File: src/rtl/cpu_run_ctrl_if.sv
// ---------------------------------------------------------------------------
// cpu_run_ctrl_if
// Purpose : groups the control/status signals between the board (or bench)
//           and the CPU run controller.
// Signals :
//   mode[1:0]      board -> ctrl  00 PAUSE, 01 RUN, 10 STEP, 11 RESTART
//   step           board -> ctrl  step request (rising edge used)
//   bp_en          board -> ctrl  per-breakpoint enable
//   bp_addr        board -> ctrl  breakpoint i at [i*PC_W +: PC_W]
//   cpu_pc         cpu   -> ctrl  PC of the instruction about to execute
//   halt_instr     cpu   -> ctrl  halt opcode decoded at cpu_pc
//   cycle_limit    board -> ctrl  only with CPU_RUN_CTRL_CYCLE_LIMIT_EN
//   cpu_rst_n      ctrl  -> cpu   CPU reset, active-low (registered)
//   cpu_ce         ctrl  -> cpu   CPU clock enable
//   state[2:0]     ctrl  -> board FSM state
//   cycles         ctrl  -> board executed-cycle count (saturating)
//   bp_hit         ctrl  -> board breakpoints matched on HALTED entry
//   halt_cause     ctrl  -> board 00 none, 01 bp, 10 halt instr, 11 limit
// Modports: slave = controller side, master = board/CPU side.
// Optional feature macro: CPU_RUN_CTRL_CYCLE_LIMIT_EN
// ---------------------------------------------------------------------------
interface cpu_run_ctrl_if #(
    parameter int PC_W   = 32,
    parameter int CNT_W  = 32,
    parameter int NUM_BP = 2
);
    logic [1:0]             mode;
    logic                   step;
    logic [NUM_BP-1:0]      bp_en;
    logic [NUM_BP*PC_W-1:0] bp_addr;
    logic [PC_W-1:0]        cpu_pc;
    logic                   halt_instr;
`ifdef CPU_RUN_CTRL_CYCLE_LIMIT_EN
    logic [CNT_W-1:0]       cycle_limit;
`endif
    logic                   cpu_rst_n;
    logic                   cpu_ce;
    logic [2:0]             state;
    logic [CNT_W-1:0]       cycles;
    logic [NUM_BP-1:0]      bp_hit;
    logic [1:0]             halt_cause;

    modport slave (
        input  mode, step, bp_en, bp_addr, cpu_pc, halt_instr,
`ifdef CPU_RUN_CTRL_CYCLE_LIMIT_EN
        input  cycle_limit,
`endif
        output cpu_rst_n, cpu_ce, state, cycles, bp_hit, halt_cause
    );

    modport master (
        output mode, step, bp_en, bp_addr, cpu_pc, halt_instr,
`ifdef CPU_RUN_CTRL_CYCLE_LIMIT_EN
        output cycle_limit,
`endif
        input  cpu_rst_n, cpu_ce, state, cycles, bp_hit, halt_cause
    );
endinterface

File: src/rtl/cpu_run_ctrl.sv
// ---------------------------------------------------------------------------
// cpu_run_ctrl
// Purpose : run/step/breakpoint controller for the CPU. Sequences the CPU
//           reset, gates execution through cpu_ce (free-run or single step),
//           stops on PC breakpoints or a decoded halt instruction, and counts
//           executed cycles (saturating).
// Ports   :
//   CLK    in  system clock, rising edge
//   Reset  in  asynchronous active-low reset
//   bus    cpu_run_ctrl_if.slave (mode/step/breakpoints/pc in,
//          cpu_rst_n/cpu_ce/state/cycles/bp_hit/halt_cause out)
// Optional feature macro: CPU_RUN_CTRL_CYCLE_LIMIT_EN adds a cycle_limit
//   input; RUN halts with cause 11 when cycles reaches a non-zero limit.
// ---------------------------------------------------------------------------
module cpu_run_ctrl #(
    parameter int PC_W     = 32,
    parameter int CNT_W    = 32,
    parameter int RST_HOLD = 4,
    parameter int NUM_BP   = 2
) (
    input  logic                CLK,
    input  logic                Reset,
    cpu_run_ctrl_if.slave       bus
);

    typedef enum logic [2:0] {
        ST_HOLD   = 3'd0,
        ST_PAUSE  = 3'd1,
        ST_RUN    = 3'd2,
        ST_STEP   = 3'd3,
        ST_HALTED = 3'd4
    } state_t;

    localparam int              HC_W      = (RST_HOLD > 1) ? $clog2(RST_HOLD) : 1;
    localparam logic [HC_W-1:0] HOLD_LAST = HC_W'(RST_HOLD - 1);

    localparam logic [1:0] MODE_PAUSE   = 2'b00;
    localparam logic [1:0] MODE_RUN     = 2'b01;
    localparam logic [1:0] MODE_STEP    = 2'b10;
    localparam logic [1:0] MODE_RESTART = 2'b11;

    state_t              state_q,     state_d;
    logic [HC_W-1:0]     hold_cnt_q,  hold_cnt_d;
    logic                cpu_rst_n_q, cpu_rst_n_d;
    logic [CNT_W-1:0]    cycles_q,    cycles_d;
    logic [NUM_BP-1:0]   bp_hit_q,    bp_hit_d;
    logic [1:0]          cause_q,     cause_d;
    logic                step_q,      step_d;

    logic [NUM_BP-1:0]   bp_match;
    logic                hit;
    logic                limit;
    logic                step_rise;
    logic                restart;
    logic                ce;

    // One comparator per breakpoint; the full vector is what gets latched.
    for (genvar gi = 0; gi < NUM_BP; gi++) begin : g_bp
        assign bp_match[gi] = bus.bp_en[gi] &
                              (bus.cpu_pc == bus.bp_addr[gi*PC_W +: PC_W]);
    end

    assign hit       = |bp_match;
    assign step_rise = bus.step & ~step_q;
    assign restart   = (bus.mode == MODE_RESTART);

`ifdef CPU_RUN_CTRL_CYCLE_LIMIT_EN
    // A zero limit means "no limit".
    assign limit = (bus.cycle_limit != '0) && (cycles_q == bus.cycle_limit);
`else
    assign limit = 1'b0;
`endif

    always_comb begin
        state_d    = state_q;
        hold_cnt_d = hold_cnt_q;
        cycles_d   = cycles_q;
        bp_hit_d   = bp_hit_q;
        cause_d    = cause_q;
        step_d     = bus.step;
        ce         = 1'b0;

        case (state_q)
            ST_HOLD: begin
                cycles_d = '0;
                if (hold_cnt_q == HOLD_LAST) begin
                    state_d    = ST_PAUSE;
                    hold_cnt_d = '0;
                end else begin
                    hold_cnt_d = hold_cnt_q + HC_W'(1);
                end
            end
            ST_PAUSE: begin
                if (bus.mode == MODE_RUN)
                    state_d = ST_RUN;
                else if (bus.mode == MODE_STEP && step_rise)
                    state_d = ST_STEP;
            end
            ST_RUN: begin
                // The stopping instruction must not execute, so ce is
                // gated by the same conditions that leave RUN.
                ce = ~hit & ~bus.halt_instr & ~limit;
                if (hit) begin
                    state_d  = ST_HALTED;
                    cause_d  = 2'b01;
                    bp_hit_d = bp_match;
                end else if (bus.halt_instr) begin
                    state_d  = ST_HALTED;
                    cause_d  = 2'b10;
                    bp_hit_d = bp_match;
                end else if (limit) begin
                    state_d  = ST_HALTED;
                    cause_d  = 2'b11;
                    bp_hit_d = bp_match;
                end else if (bus.mode != MODE_RUN) begin
                    state_d = ST_PAUSE;
                end
            end
            ST_STEP: begin
                // Breakpoints are ignored here so a step can move off a bp PC.
                ce = ~bus.halt_instr;
                if (bus.halt_instr) begin
                    state_d  = ST_HALTED;
                    cause_d  = 2'b10;
                    bp_hit_d = bp_match;
                end else begin
                    state_d = ST_PAUSE;
                end
            end
            ST_HALTED: begin
                if (bus.mode == MODE_PAUSE) begin
                    state_d  = ST_PAUSE;
                    bp_hit_d = '0;
                    cause_d  = 2'b00;
                end
            end
            default: state_d = ST_HOLD;
        endcase

        if (ce && (cycles_q != '1))
            cycles_d = cycles_q + CNT_W'(1);

        // RESTART overrides everything and behaves like a reset.
        if (restart) begin
            state_d    = ST_HOLD;
            hold_cnt_d = '0;
            cycles_d   = '0;
            bp_hit_d   = '0;
            cause_d    = 2'b00;
            step_d     = 1'b0;
            ce         = 1'b0;
        end

        cpu_rst_n_d = (state_d != ST_HOLD);
    end

    always_ff @(posedge CLK or negedge Reset) begin
        if (!Reset) begin
            state_q     <= ST_HOLD;
            hold_cnt_q  <= '0;
            cpu_rst_n_q <= 1'b0;
            cycles_q    <= '0;
            bp_hit_q    <= '0;
            cause_q     <= 2'b00;
            step_q      <= 1'b0;
        end else begin
            state_q     <= state_d;
            hold_cnt_q  <= hold_cnt_d;
            cpu_rst_n_q <= cpu_rst_n_d;
            cycles_q    <= cycles_d;
            bp_hit_q    <= bp_hit_d;
            cause_q     <= cause_d;
            step_q      <= step_d;
        end
    end

    assign bus.cpu_rst_n  = cpu_rst_n_q;
    assign bus.cpu_ce     = ce;
    assign bus.state      = state_q;
    assign bus.cycles     = cycles_q;
    assign bus.bp_hit     = bp_hit_q;
    assign bus.halt_cause = cause_q;

endmodule

File: src/flat_wrapper.sv
// flat-port wrapper written by rule: the top's interface ports become plain ports
module cpu_run_ctrl_flat 
#(
    parameter int PC_W     = 32,
    parameter int CNT_W    = 32,
    parameter int RST_HOLD = 4,
    parameter int NUM_BP   = 2
)
  (CLK, Reset, bus_mode, bus_step, bus_bp_en, bus_bp_addr, bus_cpu_pc, bus_halt_instr, bus_cpu_rst_n, bus_cpu_ce, bus_state, bus_cycles, bus_bp_hit, bus_halt_cause);
  cpu_run_ctrl_if #(.PC_W(PC_W), .CNT_W(CNT_W), .NUM_BP(NUM_BP)) bus_i ();
  input  logic CLK;
  input  logic Reset;
  input wire logic [$bits(bus_i.mode)-1:0] bus_mode;
  input wire logic [$bits(bus_i.step)-1:0] bus_step;
  input wire logic [$bits(bus_i.bp_en)-1:0] bus_bp_en;
  input wire logic [$bits(bus_i.bp_addr)-1:0] bus_bp_addr;
  input wire logic [$bits(bus_i.cpu_pc)-1:0] bus_cpu_pc;
  input wire logic [$bits(bus_i.halt_instr)-1:0] bus_halt_instr;
  output wire logic [$bits(bus_i.cpu_rst_n)-1:0] bus_cpu_rst_n;
  output wire logic [$bits(bus_i.cpu_ce)-1:0] bus_cpu_ce;
  output wire logic [$bits(bus_i.state)-1:0] bus_state;
  output wire logic [$bits(bus_i.cycles)-1:0] bus_cycles;
  output wire logic [$bits(bus_i.bp_hit)-1:0] bus_bp_hit;
  output wire logic [$bits(bus_i.halt_cause)-1:0] bus_halt_cause;
  assign bus_i.mode = bus_mode;
  assign bus_i.step = bus_step;
  assign bus_i.bp_en = bus_bp_en;
  assign bus_i.bp_addr = bus_bp_addr;
  assign bus_i.cpu_pc = bus_cpu_pc;
  assign bus_i.halt_instr = bus_halt_instr;
  assign bus_cpu_rst_n = bus_i.cpu_rst_n;
  assign bus_cpu_ce = bus_i.cpu_ce;
  assign bus_state = bus_i.state;
  assign bus_cycles = bus_i.cycles;
  assign bus_bp_hit = bus_i.bp_hit;
  assign bus_halt_cause = bus_i.halt_cause;
  cpu_run_ctrl #(.PC_W(PC_W), .CNT_W(CNT_W), .RST_HOLD(RST_HOLD), .NUM_BP(NUM_BP)) u_core (.CLK(CLK), .Reset(Reset), .bus(bus_i));
endmodule
File: config.mk
export PLATFORM = sky130hd
export DESIGN_NAME = cpu_run_ctrl_flat
export DESIGN_NICKNAME = d
export VERILOG_FILES = /design/src/rtl/cpu_run_ctrl_if.sv /design/src/rtl/cpu_run_ctrl.sv /design/src/flat_wrapper.sv
export SDC_FILE = /design/constraint.sdc
export NUM_CORES = 1
export LEC_CHECK = 0
export ABC_AREA = 1
export ABC_CLOCK_PERIOD_IN_PS = 2100
export CORE_AREA = 2 2 88 90
export DETAILED_ROUTE_END_ITERATION = 8
export DIE_AREA = 0 0 90 92
export DONT_BUFFER_PORTS = 1
export PLACE_DENSITY = 0.8
export SYNTH_ARGS = -nofsm -noshare
export SYNTH_HDL_FRONTEND = slang
export SYNTH_SLANG_ARGS = --single-unit
File: constraint.sdc
create_clock -name CLK -period 2.1 [get_ports CLK]
set_clock_uncertainty 0.1 [all_clocks]
set_input_delay 0.63 -clock CLK [delete_from_list [all_inputs] [get_ports CLK]]
set_output_delay 0.63 -clock CLK [all_outputs]
set_load 0.02 [all_outputs]
==> flow_summary.yaml, run 1 <==
synthesis:
  ys_warn_count: 0
  ys_seq_area_share_pct: 27.7
  synth-edff-count: 0
  syn_avg_cell_area_um2: 6.33
  synth_top_cell_area_share_pct: 27.7
  ys_async_sr_fraction_pct: 100
  ys_types: 38
  syn_inst: 614
  synthFlopType: "dfrtp_1"
  synth.area.top_cells: "dfrtp_1, nand2_1, inv_1, nand4_1, nand3_1"
  ys_seq_elements: 43
  syn_area_um2: 3880
  syn-num-nets: 720
  yosysTopAreaCell: "dfrtp_1"
route:
  first_pass_iters: 5
  routed_via_density: 5.57
  num_vias: 4311
  drt_iter0_drc: 243
  routed_wl_um: 12000
  avgRoutedWirePerCell_um: 15.5
  antenna_left: 0
  drc: 0
clocking:
  cts_sinks: 43
  cts_tree: "done"
  cts_max_level: 2
  clk_latency_ns: 0.30
  clk_pin_slew_ns: 0.09
  cts.path.max_buffers: 2
  root_buffer: "clkbuf_8"
  numCtsBuffers: 5
sta:
  period_needed_ns: 2.31
  setup_ws_ns: -0.213
  slew_violations: 0
  clock.fmax_mhz: 432
  max_slew_margin_pct: 73.4
  worst_pin_slew_ns: 0.399
  rsz0062_at_grt: "yes"
  min_period_over_period_pct: 110
  setup_viol: 2
  hold_viol: 0
cells_and_area:
  drive_gt1_share_pct: 19.3
  utilization_pct: 64.6
  num_antenna_cells: 0
  final_nets: 777
  final_cell_area_um2: 4810
  area_growth_pct: 23.9
floorplan:
  die_height_um: 92
  die_w_um: 90
  initial_core_util_pct: 52.2
  pin_count: 145
  num_rows: 32
  core-area_um2: 7450
  dieArea_um2: 8280
placed_design:
  place_hpwl_um: 8530
  globalplace.congestion: 0.935
  postPlaceCellArea_um2: 4370
  port_buffers: 0
global_route:
  grt_pass1_wl_um: 19300
  grt_start_max_net_pins: 44
  grt_overflow_total: 0
  grt_use_total_pct: 28.0
  grt_antenna_before_repair: 0
  grt_pass1_vias: 4122
pwr:
  p_leak_uw: 0.00270
  power.switching_uw: 839
  intPower_uw: 1420
  p_comb_share_pct: 33.8
  power.density_nw_per_um2: 469
  power_frac_seq_pct: 42.8
  sw_frac_of_total_pct: 37.1
  p_clk_share_pct: 23.5
  irDropWorstVdd_mv: 0.334
run_status:
  violations: "negative setup slack"
  status: "complete, but fails checks"
worst_setup_path:
  crit_path_start_kind: "input pin"
  crit_fanout: 3
  worstSetupPathType: "in -> out"
  regToRegSetupSlack_ns: 0.01
  critPathArrivalTime_ns: 1.58
  end_kind: "output port"
  crit_required_ns: 1.37
run:
  cap_viol_max_count: 0
worst_hold_path:
  hp-class: "in -> async"
## cells in the final DEF (no fill, tap or decap), types with 13 or more instances in the layout
| cell | n |
|---|---|
| nor2_1 | 54 |
| dfrtp_1 | 40 |
| xnor2_1 | 26 |
| nand2_1 | 158 |
| xor2_1 | 24 |
| buf_4 | 56 |
| nand3_1 | 49 |
| nand4_1 | 50 |
| o21ai_1 | 13 |
| inv_1 | 90 |
| inv_2 | 18 |
## cell families after synthesis
| logic type | Yosys count | synth area share [%] |
|---|---|---|
| fa+ha+maj | 2 | 0.644 |
| buf+inv | 131 | 13.4 |
| xor+xnor | 51 | 11.5 |
| compound gates | 34 | 4.99 |
| flops | 43 | 27.7 |
| simple gates | 353 | 41.8 |
## path summary, 6_finish.rpt
| check | from | to | cells past startpoint |
|---|---|---|---|
| worst max-delay path | bus_cpu_pc[0] | bus_cpu_ce | 8 |
| worst min-delay path | Reset | u_core.bus.cycles[16]$_DFFE_PN0P_ | 1 |
| worst max register to register | u_core.bus.cycles[0]$_DFFE_PN0P_ | u_core.bus.cycles[26]$_DFFE_PN0P_ | 12 |
| worst min register to register | u_core.hold_cnt_q[1]$_DFFE_PN0P_ | u_core.hold_cnt_q[1]$_DFFE_PN0P_ | 2 |
| max in group asynchronous | Reset | u_core.bus.cycles[25]$_DFFE_PN0P_ | 1 |
| min in group CLK | bus_step | u_core.step_q$_DFF_PN0_ | 2 |
## Yosys cell counts, types with 2 or more instances
cell type and n:
o21ai_0 13, nor4_1 2, nor2_4 2, nand2_1 164, inv_1 98, nor3b_1 2, nor2_2 2, o21ai_1 11
nand4_1 50, ha_1 2, clkbuf_1 10, and3_1 2, a21oi_1 2, xor2_1 24, xnor2_1 27, buf_6 3
nor2_1 59, nand3b_1 3, nand3_1 51, inv_2 15, nor3_1 10, buf_2 4, dfrtp_1 43
## power by group through the flow
stage	sequential, µW	clock (µW)	combinational (µW)
6_report	966	530	764
5_1_grt	972	558	834
4_1_cts	964	536	707
3_5_place_dp	978	0	659
3_3_place_gp	976	0	636
2_1_floorplan	987	0	444
## stage by stage
step / std cells / power (µW) / TNS (ns) / worst slack (ns) / hold slack [ns]
finish: 774 / 2260 / -0.225 / -0.213 / 0.0622
global route: 774 / 2360 / -3.04 / -0.301 / 0.0725
CTS: 770 / 2210 / -0.235 / -0.235 / 0.0709
detailed placement: 752 / 1640 / -5.64 / -0.312 / 0.235
global placement: 752 / 1610 / -4.42 / -0.296 / 0.235
floorplan: 614 / 1430 / -0.144 / -0.144 / 0.234
## worst max-delay path, cell delays in order
cell and delay, ns:
inv_4 0.04, nand2_1 0.03, nor3b_2 0.14, nand3_1 0.11
nor2_1 0.06, nand3_1 0.10, nand4_1 0.19, a21oi_4 0.28
## flip-flops by register name, summed over array words and instances (netlist names)
signal                 count
u_core.step_q              1
u_core.bus.bp_hit          2
u_core.bus.cpu_rst_n       1
u_core.bus.halt_cause      2
u_core.bus.cycles         32
u_core.hold_cnt_q          2
u_core.bus.state           3
## repair_timing
item	in CTS	in global routing
buffers inserted	9	2
pin swaps	12	28
gates resized for setup	17	37
endpoints found under the hold margin	43	0
setup endpoints to repair	27	33
cloned	1	3
hold buffers	1	0
## routing by layer
metal,vias up,global-route usage [%],part of all wire (%)
met1,1989,32.4,37
met3,21,6.49,8.9
met4,0,8.33,1.9
li1,2073,-,-
met2,228,51.6,52
met5,-,0,0
## final cells by class
cell class	count	area (µm²)
clock buffer	7	76.3
multi-input combinational	440	2430
sequential	43	1080
tap	102	128
fill	653	2630
timing repair buffer	67	657
clock inverter	1	5.00
inverter	114	440
Power figures use the tool's default switching activity.
==> inputs of run 2 (changes only) <==
CAP_MARGIN = 15   (was default)
CORE_AREA = 2 2 101 103   (was 2 2 88 90)
CTS_CLUSTER_SIZE = 20   (was default)
DIE_AREA = 0 0 103 105   (was 0 0 90 92)
DONT_BUFFER_PORTS = default   (was 1)
PLACE_DENSITY = 0.85   (was 0.8)
==> flow_summary.yaml, run 2 (synthesized netlist as in run 1, its figures left out) <==
run_status:
  status: "complete, but fails checks"
  violations: "negative setup slack"
cells_and_area:
  mostFrequentLayoutCells: "nand2_1, inv_1, nor2_1, nand4_1, buf_2"
  final_common_cell: "nand2_1"
  num_antenna_cells: 0
  final_nets: 913
  largest_register_ffs: 32
  area_growth_pct: 59.3
  drive_gt1_share_pct: 32.7
  utilization_pct: 64.2
pwr:
  p_comb_share_pct: 43.0
  power.density_nw_per_um2: 426
  irDropWorstVdd_mv: 0.350
  p_leak_uw: 0.00347
  power.switching_uw: 1000
  intPower_uw: 1630
  sw_frac_of_total_pct: 38.0
  power_frac_seq_pct: 35.2
  p_clk_share_pct: 21.8
clocking:
  cts_sinks: 43
  cts_max_level: 2
  cts_hold_buf: 0
  clk_latency_ns: 0.31
  cts.path.max_buffers: 2
  cts_tree: "done"
  clk_pin_slew_ns: 0.09
  root_buffer: "clkbuf_8"
  numCtsBuffers: 5
route:
  first_pass_iters: 5
  drc: 0
  drt_iter0_drc: 345
  routed_wl_um: 14000
  antenna_left: 0
  num_vias: 4780
  routed_via_density: 5.08
  avgRoutedWirePerCell_um: 14.8
floorplan:
  die_w_um: 103
  core-area_um2: 9640
  num_rows: 36
  die_height_um: 105
  pin_count: 145
  dieArea_um2: 10800
  initial_core_util_pct: 40.3
sta:
  setup_viol: 31
  whs_ns: 0.182
  fin_tns_setup_ns: -1.21
  max_slew_margin_pct: 65.3
  setup_ws_ns: -0.367
  clock.fmax_mhz: 405
  min_period_over_period_pct: 117
  worst_pin_slew_ns: 0.521
  period_needed_ns: 2.47
  rsz0062_at_grt: "yes"
  slew_violations: 0
  hold_viol: 0
global_route:
  grt_pass1_wl_um: 20200
  grt_overflow_total: 0
  grt_use_total_pct: 23.1
  grt_antenna_before_repair: 0
  grt_pass1_vias: 4426
  grt_start_max_net_pins: 36
worst_setup_path:
  end_kind: "output port"
  crit_path_start_kind: "input pin"
  critPathArrivalTime_ns: 1.74
  crit_required_ns: 1.37
  worstSetupPathType: "in -> out"
  crit_fanout: 2
placed_design:
  place_hpwl_um: 9670
  globalplace.congestion: 0.894
  port_buffers: 144
  place_ws_ns: -1.24
run:
  cap_viol_max_count: 0
worst_hold_path:
  hp-class: "in -> async"
[run 2: worst paths after layout]
path	start	end	slack (ns)	cells after the start
worst max-delay path	bus_bp_addr[13]	bus_cpu_ce	-0.37	13
worst min-delay path	Reset	u_core.bus.cycles[7]$_DFFE_PN0P_	0.18	1
worst max register to register	u_core.bus.cycles[1]$_DFFE_PN0P_	u_core.bus.cycles[31]$_DFFE_PN0P_	-0.09	11
worst min register to register	u_core.hold_cnt_q[1]$_DFFE_PN0P_	u_core.hold_cnt_q[1]$_DFFE_PN0P_	0.39	2
max in group asynchronous	Reset	u_core.bus.cycles[23]$_DFFE_PN0P_	1.20	2
min in group CLK	u_core.hold_cnt_q[1]$_DFFE_PN0P_	u_core.hold_cnt_q[1]$_DFFE_PN0P_	0.39	2
[run 2: power by group through the flow]
stage               Clock [µW]  Sequential [µW]  Combinational, µW
floorplan                    0              987                444
global placement             0              940               1000
detailed placement           0              942               1030
CTS                        565              926               1000
global route               615              934               1230
finish                     573              927               1130
[run 2: cell type report]
| type | count | area [µm²] |
|---|---|---|
| flip-flops and latches | 43 | 1080 |
| clock inverters | 1 | 5.00 |
| repair buffers | 203 | 1750 |
| clock buffers | 7 | 86.3 |
| multi-input cells | 440 | 2660 |
| well taps | 133 | 166 |
| inverters | 114 | 443 |
| fillers | 835 | 3450 |
[run 2: what timing repair did]
action,CTS,global route
gates cloned,0,4
gates resized for setup,454,67
setup buffers,3,5
endpoints found under the setup margin,72,37
pin swaps,106,52
[run 2: worst max-delay path: stages]
cell and delay (ns):
buf_2 0.11, inv_1 0.05, nand2_1 0.05, nand2_1 0.04
inv_1 0.04, nand2_1 0.04, nor2_1 0.11, nand2_1 0.07
nor2_2 0.12, nand3_2 0.09, nand4_1 0.17, a21oi_4 0.08
buf_6 0.13
[run 2: per-layer routing]
layer	track usage, %	wire length (µm)	share of wire (%)
met1	30.0	5670	41
met2	39.5	7120	51
met3	3.21	784	5.6
met4	6.77	386	2.8
met5	0	0	0
[run 2: metrics by stage]
stage	instances	power [µW]	cell area (µm²)
finish	941	2630	6190
global route	941	2780	6190
CTS	932	2500	5790
detailed placement	921	1970	5810
global placement	921	1940	5810
floorplan	614	1430	3900
